--- config.mk ---
export PLATFORM = sky130hd
export DESIGN_NAME = desired_drive_pipe
export DESIGN_NICKNAME = d
export VERILOG_FILES = /design/src/rtl/drive_pkg.sv /design/src/rtl/drive_slew_lim.sv /design/src/rtl/desired_drive_pipe.sv
export SDC_FILE = /design/constraint.sdc
export NUM_CORES = 1
export LEC_CHECK = 0
export CAP_MARGIN = 30
export CORE_MARGIN = 10
export CORE_UTILIZATION = 50
export DETAILED_ROUTE_END_ITERATION = 7
export PLACE_DENSITY = 0.67
export SYNTH_ARGS = -nofsm -noshare
export SYNTH_HDL_FRONTEND = slang
export SYNTH_HIERARCHICAL = 1
export SYNTH_SLANG_ARGS = --single-unit
--- constraint.sdc ---
create_clock -name clk -period 14.3 [get_ports clk]
set_input_delay 3.575 -clock clk [delete_from_list [all_inputs] [get_ports clk]]
set_output_delay 3.575 -clock clk [all_outputs]
set_load 0.02 [all_outputs]
--- src/rtl/drive_pkg.sv ---
// Shared constants for the desired-drive pipeline.
// Defaults for widths, offsets and saturation limits.
package drive_pkg;

  localparam int DEF_TORQUE_W  = 12;
  localparam int DEF_INCLINE_W = 13;
  localparam int DEF_CUR_W     = 12;

  localparam int DEF_TORQUE_MIN = 'h380;

  localparam int INC_MIN = -512;
  localparam int INC_MAX = 511;
  localparam int INC_OFS = 256;
  localparam int LIM_MAX = 511;

  localparam int CAD_THR = 1;
  localparam int CAD_OFS = 32;

  localparam int PIPE_DEPTH = 4;

endpackage

--- src/rtl/drive_slew_lim.sv ---
// Output stage: slew-rate limits the raw current target.
// Steps are asymmetric; not-pedaling samples fall faster.
module drive_slew_lim #(
  parameter int CUR_W      = 12,
  parameter int UP_STEP    = 64,
  parameter int DN_STEP    = 128,
  parameter int DN_STEP_NP = 512
) (
  input  logic             clk,
  input  logic             rst_n,
  input  logic             vld,
  input  logic             np,
  input  logic [CUR_W-1:0] raw,
  output logic [CUR_W-1:0] cur,
  output logic             out_vld,
  output logic             at_target
);

  localparam int W = CUR_W + 1;

  logic [W-1:0] c;
  logic [W-1:0] r;
  logic [W-1:0] up;
  logic [W-1:0] dn;
  logic [W-1:0] step;
  logic [W-1:0] nxt;

  // One guard bit keeps the sums clear of wrap at 0 and full scale
  always_comb begin
    c    = {1'b0, cur};
    r    = {1'b0, raw};
    step = np ? W'(DN_STEP_NP) : W'(DN_STEP);
    up   = c + W'(UP_STEP);
    dn   = (c > step) ? c - step : '0;
    nxt  = c;
    if (r > c) begin
      nxt = (r < up) ? r : up;
    end else begin
      nxt = (r > dn) ? r : dn;
    end
  end

  always_ff @(posedge clk or negedge rst_n) begin
    if (!rst_n) begin
      cur       <= '0;
      out_vld   <= 1'b0;
      at_target <= 1'b1;
    end else begin
      out_vld <= vld;
      if (vld) begin
        cur       <= nxt[CUR_W-1:0];
        at_target <= (nxt == r);
      end
    end
  end

endmodule

--- src/rtl/desired_drive_pipe.sv ---
// Four-stage pipeline from conditioned sensor samples
// to a slew-limited motor current target.
module desired_drive_pipe
  import drive_pkg::*;
#(
  parameter int TORQUE_W   = DEF_TORQUE_W,
  parameter int INCLINE_W  = DEF_INCLINE_W,
  parameter int CUR_W      = DEF_CUR_W,
  parameter int TORQUE_MIN = DEF_TORQUE_MIN,
  parameter int PROD_SHIFT = 15,
  parameter int UP_STEP    = 64,
  parameter int DN_STEP    = 128,
  parameter int DN_STEP_NP = 512
) (
  input  logic                 clk,
  input  logic                 rst_n,
  input  logic                 in_vld,
  input  logic [TORQUE_W-1:0]  avg_torque,
  input  logic [4:0]           cadence,
  input  logic                 not_pedaling,
  input  logic [INCLINE_W-1:0] incline,
  input  logic [2:0]           scale,
  output logic [CUR_W-1:0]     target_curr,
  output logic                 out_vld,
  output logic                 at_target
);

  localparam int P1W = TORQUE_W + 3;
  localparam int P2W = 15;
  localparam int PW  = P1W + P2W;

  localparam logic signed [INCLINE_W-1:0] IMAX = INCLINE_W'(INC_MAX);
  localparam logic signed [INCLINE_W-1:0] IMIN = INCLINE_W'(INC_MIN);

  typedef struct packed {
    logic                np;
    logic [TORQUE_W-1:0] tq;
    logic [2:0]          sc;
    logic [8:0]          lim;
    logic [5:0]          cad;
  } s1_t;

  typedef struct packed {
    logic           np;
    logic [P1W-1:0] p1;
    logic [P2W-1:0] p2;
  } s2_t;

  typedef struct packed {
    logic             np;
    logic [CUR_W-1:0] raw;
  } s3_t;

  logic v1, v2, v3;
  s1_t  s1, s1_n;
  s2_t  s2, s2_n;
  s3_t  s3, s3_n;

  logic signed [INCLINE_W-1:0] inc_s;
  logic signed [9:0]           inc_sat;
  logic signed [10:0]          inc_fac;
  logic [PW-1:0]               prod;
  logic                        ovf;

  always_comb begin
    inc_s = incline;
    if (inc_s > IMAX) begin
      inc_sat = 10'(INC_MAX);
    end else if (inc_s < IMIN) begin
      inc_sat = 10'(INC_MIN);
    end else begin
      inc_sat = inc_s[9:0];
    end
    inc_fac = {inc_sat[9], inc_sat} + 11'(INC_OFS);

    s1_n.np = not_pedaling;
    s1_n.sc = scale;
    if (inc_fac[10]) begin
      s1_n.lim = '0;
    end else if (inc_fac > 11'(LIM_MAX)) begin
      s1_n.lim = 9'(LIM_MAX);
    end else begin
      s1_n.lim = inc_fac[8:0];
    end
    s1_n.cad = (cadence > 5'(CAD_THR))
             ? 6'(cadence) + 6'(CAD_OFS) : '0;
    s1_n.tq  = (avg_torque > TORQUE_W'(TORQUE_MIN))
             ? avg_torque - TORQUE_W'(TORQUE_MIN) : '0;
  end

  always_comb begin
    s2_n.np = s1.np;
    s2_n.p1 = P1W'(s1.tq) * P1W'(s1.sc);
    s2_n.p2 = P2W'(s1.lim) * P2W'(s1.cad);
  end

  // Anything above the output window saturates to full scale
  always_comb begin
    prod    = PW'(s2.p1) * PW'(s2.p2);
    ovf     = (prod >> (PROD_SHIFT + CUR_W)) != '0;
    s3_n.np = s2.np;
    if (s2.np) begin
      s3_n.raw = '0;
    end else if (ovf) begin
      s3_n.raw = '1;
    end else begin
      s3_n.raw = prod[PROD_SHIFT +: CUR_W];
    end
  end

  always_ff @(posedge clk or negedge rst_n) begin
    if (!rst_n) begin
      v1 <= 1'b0;
      v2 <= 1'b0;
      v3 <= 1'b0;
      s1 <= '0;
      s2 <= '0;
      s3 <= '0;
    end else begin
      v1 <= in_vld;
      v2 <= v1;
      v3 <= v2;
      if (in_vld) s1 <= s1_n;
      if (v1)     s2 <= s2_n;
      if (v2)     s3 <= s3_n;
    end
  end

  drive_slew_lim #(
    .CUR_W      (CUR_W),
    .UP_STEP    (UP_STEP),
    .DN_STEP    (DN_STEP),
    .DN_STEP_NP (DN_STEP_NP)
  ) u_slew (
    .clk       (clk),
    .rst_n     (rst_n),
    .vld       (v3),
    .np        (s3.np),
    .raw       (s3.raw),
    .cur       (target_curr),
    .out_vld   (out_vld),
    .at_target (at_target)
  );

endmodule

==> reports/results.tsv <==
metric	value	unit
cts_root_buf	clkbuf_16	
hold_start	s1[30]	
drt-wirelength-per-cell	16.73	um
drc	0	
fillers	2573	
tightest_slew	0.7798	ns
grt_pass1_vias	11270	
clockBufferDepth	2	
htreeDepth	3	
synth_fp_nets	2009	
synth_seq_cells	92	
post_cts_resized	0	
final_util	54.56	%
overflow	0	
yosysWarnings	6	
postCtsSetupBuffers	0	
wirelength	33330	um
cts_tree	done	
synthCells	1601	
grtUsageMet3	3.972	%
drv_cap	0	
grt_usage	19.18	%
status	completed	
avgViaCountPerCell	5.384	
grt-busiest-layer	met2	
fmax	0.1444	GHz
num_vias	10730	
grt_pass1_wl	57150	um
tns	0	ns
grt_max_degree	62	
grt.met1_usage	26.66	%
initialDrtViolationCount	650	
hold_viol	0	
cts_made_buffers	9	
finalCritPeriodShare	48.43	%
crit_path_start	s2[26]	
die_y	191.2	um
async_reset_ff_share	100.0	%
drive_gt1_share	5.410	%
dieWidth	191.2	um
endpoint_kind	flip-flop	
hold_path_class	flip-flop to flip-flop	
io_pins	51	
rows	62	
synth_cell_types	79	
cp.required	14.50	ns
areaGrowthSynthToFinish	7.164	%
clk_pin_slew	0.07	ns
syn_area_per_cell	9.152	um2
ys_seq_area_share	15.72	%
drv_slew	0	
antenna_cells	0	
grtUsageMet2	30.34	%
routabilityCongestion	0.9099	
setup_violations	0	
dr.pass1.iters	5	
rsz0062_at_grt	false	
clock_sink_count	92	
syn_area	14650	um2
timing.rr.start	s2[26]	
ant_nets	0	
antenna_found_initial	0	
hold_buffers	0	
skew	0.02178	ns
crit_fanout	16	
final_nets	2011	
relSlewSlack	48.01	%
ys.flop_type	dfrtp_1	
die_area	36550	um2
place_hpwl	27080	um
cp-start-kind	flip-flop	
start_util	50.91	%
min_period	6.926	ns
core	28780	um2
critPathKind	flip-flop to flip-flop	
synth-edff-count	0	
worstPathArrival	7.12	ns
io_buffers	50	
clk_latency	0.37	ns
==> cell families after synthesis <==
group | count (synthesis) | synth area share, %
AOI/OAI and AO/OA | 231 | 10.73
xor gates and xnor gates | 49 | 2.980
DFF | 92 | 15.72
muxes | 36 | 2.758
and+or+nand+nor | 471 | 16.45
buffers and inverters | 351 | 9.128
adders and majority gates | 371 | 42.23
==> layout by cell type (no fill, tap or decap), types with 34 or more instances in the layout <==
master	Yosys	routed
inv_1	287	287
fa_1	206	206
nand2_1	189	189
ha_1	165	165
and2_1	159	159
dfrtp_1	91	91
o21ai_0	52	52
a21oi_1	50	50
clkdlybuf4s50_1	0	49
xnor2_1	37	37
mux2_2	35	35
nor2_1	34	34
==> routing by layer <==
layer / vias up / routed length, um
met5: - / 0
met4: 0 / 490
met3: 39 / 2224
met2: 287 / 15000
met1: 5276 / 15620
li1: 5123 / -
==> critical path: stages, from the launching register on <==
cell and delay [ns]:
dfrtp_1 0.64, and2_1 0.29, fa_1 0.54, inv_1 0.05
fa_1 0.53, inv_1 0.05, fa_1 0.51, fa_1 0.44
fa_1 0.54, inv_1 0.05, fa_1 0.52, inv_1 0.04
ha_1 0.34, nand2_1 0.09, or3_1 0.38, o2111ai_2 0.27
nand2_1 0.16, o41a_1 0.41, and2_1 0.19, a2111oi_4 0.54
a31oi_1 0.18
==> path summary, 6_finish.rpt <==
check | endpoint | slack, ns | depth (start not counted)
setup / recovery | s3[11] | 7.37 | 20
hold / removal | s1[30] | 0.51 | 1
setup reg to reg | s3[11] | 7.37 | 20
hold reg to reg | s1[30] | 0.51 | 1
max in group asynchronous | s2[17] | 9.98 | 2
min in group asynchronous | s2[12] | 3.17 | 1
==> state kept, by name, indices dropped and copies added, names as in the netlist <==
register	cells
s1	31
s2	31
s3	13
u_slew/at_target	1
u_slew/cur	12
u_slew/out_vld	1
v1	1
v2	1
v3	1
==> synthesized netlist by cell type (all sizes together), types with 3 or more instances <==
library cell	number	area, um2
nor3	10	55.05
xnor2	38	340.3
a21o	19	142.6
nor2b	8	57.55
o2111ai	5	56.31
a211oi	8	65.06
nand4	12	75.07
o21bai	4	30.03
a211o	3	26.28
a22o	8	70.07
a21boi	4	30.03
o21ai	54	274.0
inv	289	1085
nor2	34	127.6
dfrtp	91	2277
a31oi	20	125.1
fa	206	4124
buf	6	42.54
nand3b	3	22.52
nand2	191	726.9
mux2	35	394.1
ha	165	2064
and2	159	994.7
o22ai	11	68.82
or2	5	31.28
and3	6	42.54
nor4	5	37.53
xor2	11	96.34
clkbuf	56	210.2
nand3	22	115.1
o21a	6	45.04
nand2b	7	43.79
o31ai	5	47.54
a21oi	52	267.8
o211ai	12	100.1
==> metrics by stage <==
stage | setup slack (ns) | hold slack [ns] | cells | cell area, um2
6_report | 7.374 | 0.5086 | 1992 | 15700
3_3_place_gp | 7.505 | 0.4914 | 1976 | 15400
2_1_floorplan | 8.091 | 0.3519 | 1601 | 14650
4_1_cts | 7.376 | 0.5194 | 1992 | 15700
5_1_grt | 6.996 | 0.5376 | 1992 | 15700
3_5_place_dp | 7.388 | 0.5024 | 1976 | 15400
==> cell type report <==
| cell class | count | area [um2] | share of cell area (%) |
|---|---|---|---|
| timing repair buffer | 53 | 520.5 | 3.315 |
| clock inverter | 7 | 76.32 | 0.4861 |
| clock buffer | 9 | 225.2 | 1.434 |
| sequential | 92 | 2303 | 14.67 |
| inverter | 289 | 1085 | 6.908 |
| tap | 384 | 480.5 | 3.060 |
| multi-input combinational | 1158 | 11010 | 70.13 |
Power is not shown: default switching activity piles up to over one toggle a cycle in this logic, so the estimate is an artifact.
